[src/rtl/register_file_param.sv]
// Two-read / one-write register file with write-to-read bypass, optional
// hardwired-zero register 0 and a handshaked dump engine that streams every register in order.
module register_file_param #(
  parameter int DATA_WIDTH = 32,
  parameter int ADDR_WIDTH = 5,
  parameter bit ZERO_REG   = 1'b1
) (
  input  logic                  clock,
  input  logic                  reset,
  input  logic [ADDR_WIDTH-1:0] rd_addr_a,
  input  logic [ADDR_WIDTH-1:0] rd_addr_b,
  output logic [DATA_WIDTH-1:0] rd_data_a,
  output logic [DATA_WIDTH-1:0] rd_data_b,
  input  logic                  wr_en,
  input  logic [ADDR_WIDTH-1:0] wr_addr,
  input  logic [DATA_WIDTH-1:0] wr_data,
  input  logic                  dump_start,
  output logic                  dump_valid,
  input  logic                  dump_ready,
  output logic [ADDR_WIDTH-1:0] dump_addr,
  output logic [DATA_WIDTH-1:0] dump_data,
  output logic                  dump_busy,
  output logic                  dump_done
);

  localparam int DEPTH = 2 ** ADDR_WIDTH;
  localparam logic [ADDR_WIDTH-1:0] ADDR_ZERO = {ADDR_WIDTH{1'b0}};
  localparam logic [ADDR_WIDTH-1:0] ADDR_ONE  = {{(ADDR_WIDTH-1){1'b0}}, 1'b1};
  localparam logic [ADDR_WIDTH-1:0] LAST_IDX  = {ADDR_WIDTH{1'b1}};
  localparam logic [DATA_WIDTH-1:0] DATA_ZERO = {DATA_WIDTH{1'b0}};

  typedef enum logic [0:0] {
    IDLE   = 1'b0,
    STREAM = 1'b1
  } dump_state_t;

  logic [DATA_WIDTH-1:0] regs_r [DEPTH];
  logic                  wr_commit_s;
  logic [DATA_WIDTH-1:0] rd_next_a_s;
  logic [DATA_WIDTH-1:0] rd_next_b_s;
  logic [ADDR_WIDTH-1:0] dump_addr_inc_s;

  dump_state_t           state_r;
  dump_state_t           state_next_s;
  logic                  valid_next_s;
  logic                  busy_next_s;
  logic                  done_next_s;
  logic [ADDR_WIDTH-1:0] addr_next_s;
  logic [DATA_WIDTH-1:0] data_next_s;

  // Value a reader sees at this edge: zero register first, then the in-flight write, then the array.
  function automatic logic [DATA_WIDTH-1:0] port_value(
    input logic [ADDR_WIDTH-1:0] addr,
    input logic [DATA_WIDTH-1:0] stored,
    input logic                  we,
    input logic [ADDR_WIDTH-1:0] waddr,
    input logic [DATA_WIDTH-1:0] wdata
  );
    logic [DATA_WIDTH-1:0] value;
    if (ZERO_REG && (addr == ADDR_ZERO)) begin
      value = DATA_ZERO;
    end else if (we && (waddr == addr)) begin
      value = wdata;
    end else begin
      value = stored;
    end
    return value;
  endfunction

  // Write qualification and next values for both read ports.
  always_comb begin
    wr_commit_s     = wr_en && !(ZERO_REG && (wr_addr == ADDR_ZERO));
    rd_next_a_s     = port_value(rd_addr_a, regs_r[rd_addr_a], wr_en, wr_addr, wr_data);
    rd_next_b_s     = port_value(rd_addr_b, regs_r[rd_addr_b], wr_en, wr_addr, wr_data);
    dump_addr_inc_s = dump_addr + ADDR_ONE;
  end

  // Register array storage.
  always_ff @(posedge clock or negedge reset) begin
    if (!reset) begin
      for (int i = 0; i < DEPTH; i++) begin
        regs_r[i] <= DATA_ZERO;
      end
    end else if (wr_commit_s) begin
      regs_r[wr_addr] <= wr_data;
    end
  end

  // Registered read ports.
  always_ff @(posedge clock or negedge reset) begin
    if (!reset) begin
      rd_data_a <= DATA_ZERO;
      rd_data_b <= DATA_ZERO;
    end else begin
      rd_data_a <= rd_next_a_s;
      rd_data_b <= rd_next_b_s;
    end
  end

  // Dump FSM next-state and next-output logic; a stalled beat simply keeps its registered values.
  always_comb begin
    state_next_s = state_r;
    valid_next_s = dump_valid;
    busy_next_s  = dump_busy;
    done_next_s  = 1'b0;
    addr_next_s  = dump_addr;
    data_next_s  = dump_data;
    case (state_r)
      IDLE: begin
        if (dump_start) begin
          state_next_s = STREAM;
          valid_next_s = 1'b1;
          busy_next_s  = 1'b1;
          addr_next_s  = ADDR_ZERO;
          data_next_s  = port_value(ADDR_ZERO, regs_r[ADDR_ZERO], wr_en, wr_addr, wr_data);
        end else begin
          state_next_s = IDLE;
        end
      end
      STREAM: begin
        if (dump_valid && dump_ready) begin
          if (dump_addr != LAST_IDX) begin
            addr_next_s = dump_addr_inc_s;
            data_next_s = port_value(dump_addr_inc_s, regs_r[dump_addr_inc_s],
                                     wr_en, wr_addr, wr_data);
          end else begin
            state_next_s = IDLE;
            valid_next_s = 1'b0;
            busy_next_s  = 1'b0;
            done_next_s  = 1'b1;
          end
        end else begin
          state_next_s = STREAM;
        end
      end
      default: begin
        state_next_s = IDLE;
        valid_next_s = 1'b0;
        busy_next_s  = 1'b0;
      end
    endcase
  end

  // Dump FSM state and registered dump outputs.
  always_ff @(posedge clock or negedge reset) begin
    if (!reset) begin
      state_r    <= IDLE;
      dump_valid <= 1'b0;
      dump_busy  <= 1'b0;
      dump_done  <= 1'b0;
      dump_addr  <= ADDR_ZERO;
      dump_data  <= DATA_ZERO;
    end else begin
      state_r    <= state_next_s;
      dump_valid <= valid_next_s;
      dump_busy  <= busy_next_s;
      dump_done  <= done_next_s;
      dump_addr  <= addr_next_s;
      dump_data  <= data_next_s;
    end
  end

endmodule

[config.mk]
export PLATFORM = sky130hd
export DESIGN_NAME = register_file_param
export DESIGN_NICKNAME = d
export VERILOG_FILES = /design/src/rtl/register_file_param.sv
export SDC_FILE = /design/constraint.sdc
export NUM_CORES = 2
export LEC_CHECK = 0
export ABC_CLOCK_PERIOD_IN_PS = 2600
export BUFFER_PORTS_ARGS = -buffer_cell sky130_fd_sc_hd__clkbuf_2
export CAP_MARGIN = 20
export CORE_MARGIN = 4
export CORE_UTILIZATION = 56
export DETAILED_ROUTE_END_ITERATION = 10
export HOLD_SLACK_MARGIN = 0.05
export PLACE_DENSITY = 0.75
export SYNTH_ARGS = -nofsm -noshare
export SYNTH_HDL_FRONTEND = slang
export SYNTH_SLANG_ARGS = --single-unit
[constraint.sdc]
create_clock -name clock -period 2.6 [get_ports clock]
set_input_delay 0.26 -clock clock [delete_from_list [all_inputs] [get_ports clock]]
set_output_delay 0.26 -clock clock [all_outputs]
set_load 0.1 [all_outputs]
## Yosys cells after proc, flatten, opt, wreduce, memory -nomap -nowiden

Index checks and enable logic that the tools add are counted.

| cells by class | value |
|---|---|
| add/sub/neg operators | 1 |
| order comparisons | 5 |
| equal/unequal tests | 8 |
| multiplexer cells | 37 |
| bitwise operators | 5 |
| reductions and logical operators | 13 |

Operators with widths:

| cell | number |
|---|---|
| $bwmux W1024 | 1 |
| $mux W32 | 16 |
| $bmux W32 S5 | 3 |
| $demux W32 S5 | 1 |
| $pmux W32 S2 | 1 |
| $ge A6 B6 Y1 const B | 4 |
| $not A5 Y6 | 4 |
| $logic_not A5 Y1 | 4 |
| $eq A5 B5 Y1 | 3 |
| $mux W5 | 3 |
| $pmux W5 S2 | 1 |
| $mux W1 | 9 |
| $logic_and A1 B1 Y1 | 6 |
| $lt A6 B1 Y1 const B | 1 |
| $reduce_and A3 Y1 | 2 |
| $add A5 B1 Y5 const B | 1 |
| $ne A5 B5 Y1 const B | 1 |
| $ne A2 B1 Y1 const B | 2 |
| $ne A2 B2 Y1 const B | 2 |
| $pmux W1 S2 | 2 |
| $logic_not A1 Y1 | 1 |
| $not A1 Y1 | 1 |

| word-level totals | value |
|---|---|
| flip-flop bits (word level) | 1128 |
| input bits | 52 |
| output and inout port bits | 104 |
| logic and storage cells | 108 |

## Longest topological paths before layout

| logic depth | value |
|---|---|
| depth after elaboration | 10 |
| gate-level depth with buffers | 10 |

## Least setup slack after synthesis

No wires, ideal clock.

| path | value |
|---|---|
| path kind | flip-flop to flip-flop |
| start point | reg dump_addr[1] |
| end point | reg dump_data[0] |
| setup time | 88 ps |
| arrival time | 3063 ps |
| required time | 2512 ps |
| slack | -552 ps |
| stages on the path, launching flop included | 11 |
| path buffers | 3 |
| period minus slack after synthesis | 3152 ps |
| cells stage by stage | dfrtp_1 -> ha_1 -> and3_1 -> ha_1 -> clkbuf_1 -> xnor2_1 -> nand4_1 -> or3_1 -> buf_1 -> clkbuf_1 -> a41oi_1 |

| between the ends | value |
|---|---|
| word-level cells in the longest chain between the ends | 10 |
| elaborated cells on any way between the ends | 16 |
| classes of those cells | add/sub: 1; eq/ne: 3; mux: 8; bitwise: 1; reduce/logical: 3 |

RTL lines:

| element | RTL line | RTL |
|---|---|---|
| from (decl) | 20 | `output logic [ADDR_WIDTH-1:0] dump_addr,` |
| from (signal assigned) | 158 | `dump_addr <= addr_next_s;` |
| $add A5 B1 Y5 | 75 | `dump_addr_inc_s = dump_addr + ADDR_ONE;` |
| $not A5 Y6 (not written as such) | 124 | `data_next_s = port_value(dump_addr_inc_s, regs_r[dump_addr_inc_s],` |
| $bmux W32 S5 | 124 |  |
| $mux W32 (not written as such) (2 in series) | 124 |  |
| $mux W32 | 62 | `end else if (we && (waddr == addr)) begin` |
| $mux W32 | 60 | `if (ZERO_REG && (addr == ADDR_ZERO)) begin` |
| $mux W32 | 122 | `if (dump_addr != LAST_IDX) begin` |
| $mux W32 | 121 | `if (dump_valid && dump_ready) begin` |
| $pmux W32 S2 | 108 | `case (state_r)` |
| to (signal assigned) | 159 | `dump_data <= data_next_s;` |
| to (decl) | 21 | `output logic [DATA_WIDTH-1:0] dump_data,` |

Several ways; a longest one is shown, not always the timed one. The select of a mux whose other input is x is not followed.
A chain may end at the register's enable or synchronous reset.

## Final worst setup path

| path | value |
|---|---|
| start point | reg dump_addr[0] |
| end point | reg dump_data[12] |

Same word-level chain as after synthesis.

==> impl_metrics.tcl <==
set metrics [dict create \
    cpPeakStageDelay_ns 0.54 \
    synth_edf_count 0 \
    worstSetupPathType "flop to flop" \
    syn-num-nets 4556 \
    finalSetupViolCount 1 \
    synth_cell_type_count 61 \
    vias_per_cell 7.64 \
    die-area_um2 126000 \
    critPathCaptureType "flop" \
    rrSetupSlack_ns -0.008 \
    cp-startpoint "dump_addr[0]$_DFFE_PN0P_" \
    synth_top_cell_area_share 0.420 \
    die_h_um 354 \
    yosysWarningCount 0 \
    max_slew.worst_pin.slew_ns 0.926 \
    violations "negative setup slack" \
    hpwl_mm 147 \
    firstDrtPassIters 5 \
    wl_mm 235 \
    io_buffers 155 \
    vias 48600 \
    cts_sinks 1128 \
    drv_slew 0 \
    p_leak_uw 0.0328 \
    synthCells 4501 \
    ios 156 \
    ys_seq_area_frac 0.420 \
    syn_to_final_growth_pct 15.2 \
    status "finished, violations left" \
    core_area_um2 119000 \
    rsz0062_at_grt "yes" \
    r2r-start "dump_addr[0]$_DFFE_PN0P_" \
    drc_errors 0 \
    drtIter0Drc 7846 \
    htreeDepth 3 \
    critPathSlowestCell "dfrtp_4" \
    clk_pin_slew_worst_paths_ns 0.06 \
    stdcell_area_um2 77400 \
    rows 126 \
    synth_flop_cell "dfrtp_1" \
    synth_common_cells "dfrtp_1, mux2_2, mux4_2" \
    place_congestion 0.933 \
    hp-start "wr_data[24]" \
    grt_pass1_vias 48900 \
    critPathMostFrequentCell "buf_12" \
    drv_cap 0 \
    power_density_nw_per_um2 967 \
    ant_nets 0 \
    wl_per_cell_um 36.9 \
    worst_skew_pair.late_latency_ns 0.72 \
    overflow 0 \
    fin_crit_ns 2.61 \
    worstPathArrival_ns 3.18 \
    drive_above_1_share 0.562 \
    fin_ws_ns -0.00812 \
    synth.most_common_cell "dfrtp_1" \
    grt_max_degree 131 \
    vdd_ir_drop_max_mv 0.794 \
    start_util 0.566 \
    clk_path_buf_depth 3 \
    synth_area_leader_cell "dfrtp_1" \
    place_area_um2 72500 \
    critPathLaunchType "flop" \
    ys_ff_latch 1128 \
    die_w_um 354 \
    hp-class "input port to flop" \
    final_util 0.653 \
    crit_chain "ha_4, buf_12, buf_12, buf_4, mux4_2, mux2i_2, o221a_2, a41oi_1" \
    fin_worst_skew_ns 0.0215 \
    synth_area_um2 67200 \
    cts_tree "built" \
    period_share 1.00 \
    grt_use_total 0.372 \
    instances_no_fill 6362 \
    antenna_found_initial 15 \
    worst-endpoint-required_ns 3.18 \
    fin_nets 4712 \
    synth.avg_cell_area_um2 14.9 \
    clockRootBuffer "clkbuf_16" \
    max-slew-margin-rel 0.383 \
    hold_viol_final 0 \
    synthTopCellsByArea "dfrtp_1, mux4_2, mux2_2" \
    fmax_mhz 383 \
    crit_fanout 25 \
    grt_pass1_wl_mm 342 \
    dp_cells 6109 \
    synth-async-reset-ratio 1.00 \
    cts_buffers 119 \
]
[per-layer routing]
| layer | vias up | routed length (µm) | global-route usage |
|---|---|---|---|
| li1 | 18300 | - | - |
| met1 | 25600 | 84800 | 0.503 |
| met2 | 3770 | 102000 | 0.534 |
| met3 | 926 | 32500 | 0.124 |
| met4 | 14 | 15400 | 0.206 |
| met5 | - | 112 | 0.00154 |
[cells in the final DEF (no fill, tap or decap), drive strengths merged, types with 12 or more instances in the layout]
cell type | netlist | final
clkinv | 0 | 27
mux4 | 750 | 750
a221oi | 35 | 35
nand2 | 133 | 133
mux2i | 257 | 257
and3 | 33 | 33
nor2 | 30 | 30
o21ai | 28 | 28
dfrtp | 1128 | 1128
a211o | 28 | 28
xnor2 | 12 | 12
o221a | 32 | 32
a221o | 26 | 26
nor4 | 33 | 33
a21oi | 22 | 22
bufinv | 0 | 22
a211oi | 61 | 61
clkbuf | 262 | 309
mux2 | 1033 | 1033
nand3 | 42 | 42
buf | 277 | 420
o211ai | 37 | 37
nor3 | 13 | 13
a41oi | 32 | 32
a2bb2oi | 33 | 33
nor2b | 45 | 45
a22oi | 43 | 43
[cell families (layout without fill, tap and decap cells)]
kind of cell / count (synthesis) / in the layout / synth area share
compound gates: 406 / 406 / 0.0490
other cells: 0 / 9 / 0
fa+ha+maj: 3 / 3 / 0.000559
buf+inv: 548 / 800 / 0.0375
simple gates: 359 / 359 / 0.0270
xor+xnor: 17 / 17 / 0.00265
mux: 2040 / 2040 / 0.463
flops: 1128 / 1128 / 0.420
[per-stage QoR]
step	worst slack [ns]	hold slack [ns]	TNS [ns]	total power [µW]
floorplan	-0.00781	-0.0356	-0.156	44000
global placement	0.0299	0.156	0	53700
detailed placement	-0.0560	0.154	-0.180	54300
CTS	-0.0232	0.0620	-0.0608	73600
global route	-0.0706	0.115	-0.691	76900
finish	-0.00812	0.0926	-0.00812	74800
[cell type report]
cell class	count	area, µm²
diodes	9	22.5
clock inverters	55	856
multi-input cells	2825	36900
inverters	9	38.8
flip-flops and latches	1128	28200
fillers	8252	41200
well taps	1600	2000
repair buffers	574	5870
clock buffers	162	3410
[worst max-delay path: cells and delay by family, from the launching register on]
kind	cells	cell delay [ns]
adders and majority gates	1	0.35
muxes	2	0.56
AOI/OAI and AO/OA	2	0.32
DFF	1	0.54
buffers and inverters	3	0.65
[state kept, by name, indices dropped and copies added, names as in the netlist]
name and count:
dump_addr 5, dump_busy 1, dump_data 32, dump_done 1, rd_data_a 32, rd_data_b 32
regs_r 1024, state_r 1
[worst paths after layout]
path	to	depth (start not counted)
worst min register to register	regs_r[1002]$_DFFE_PN0P_	0
max in group asynchronous	regs_r[468]$_DFFE_PN0P_	3
worst max-delay path	dump_data[12]$_DFFE_PN0P_	8
worst min-delay path	regs_r[856]$_DFFE_PN0P_	2
min in group asynchronous	regs_r[502]$_DFFE_PN0P_	3
worst max register to register	dump_data[12]$_DFFE_PN0P_	8
[power by group]
| group | switching, µW | internal (µW) | total (µW) | leakage, µW |
|---|---|---|---|---|
| Combinational | 16500 | 14700 | 31200 | 0.0162 |
| Clock | 7480 | 11300 | 18800 | 0.00210 |
| Sequential | 3820 | 21100 | 24900 | 0.0145 |
[what timing repair did]
item                       4_1_cts  5_1_grt
hold buffers                     6        0
hold endpoints to repair       881        0
cloned                           2        2
setup endpoints to repair       17       32
pin swaps                        2        2
setup buffers                    5       11
gates resized for setup          3       42
(Power assumes the default switching activity.)
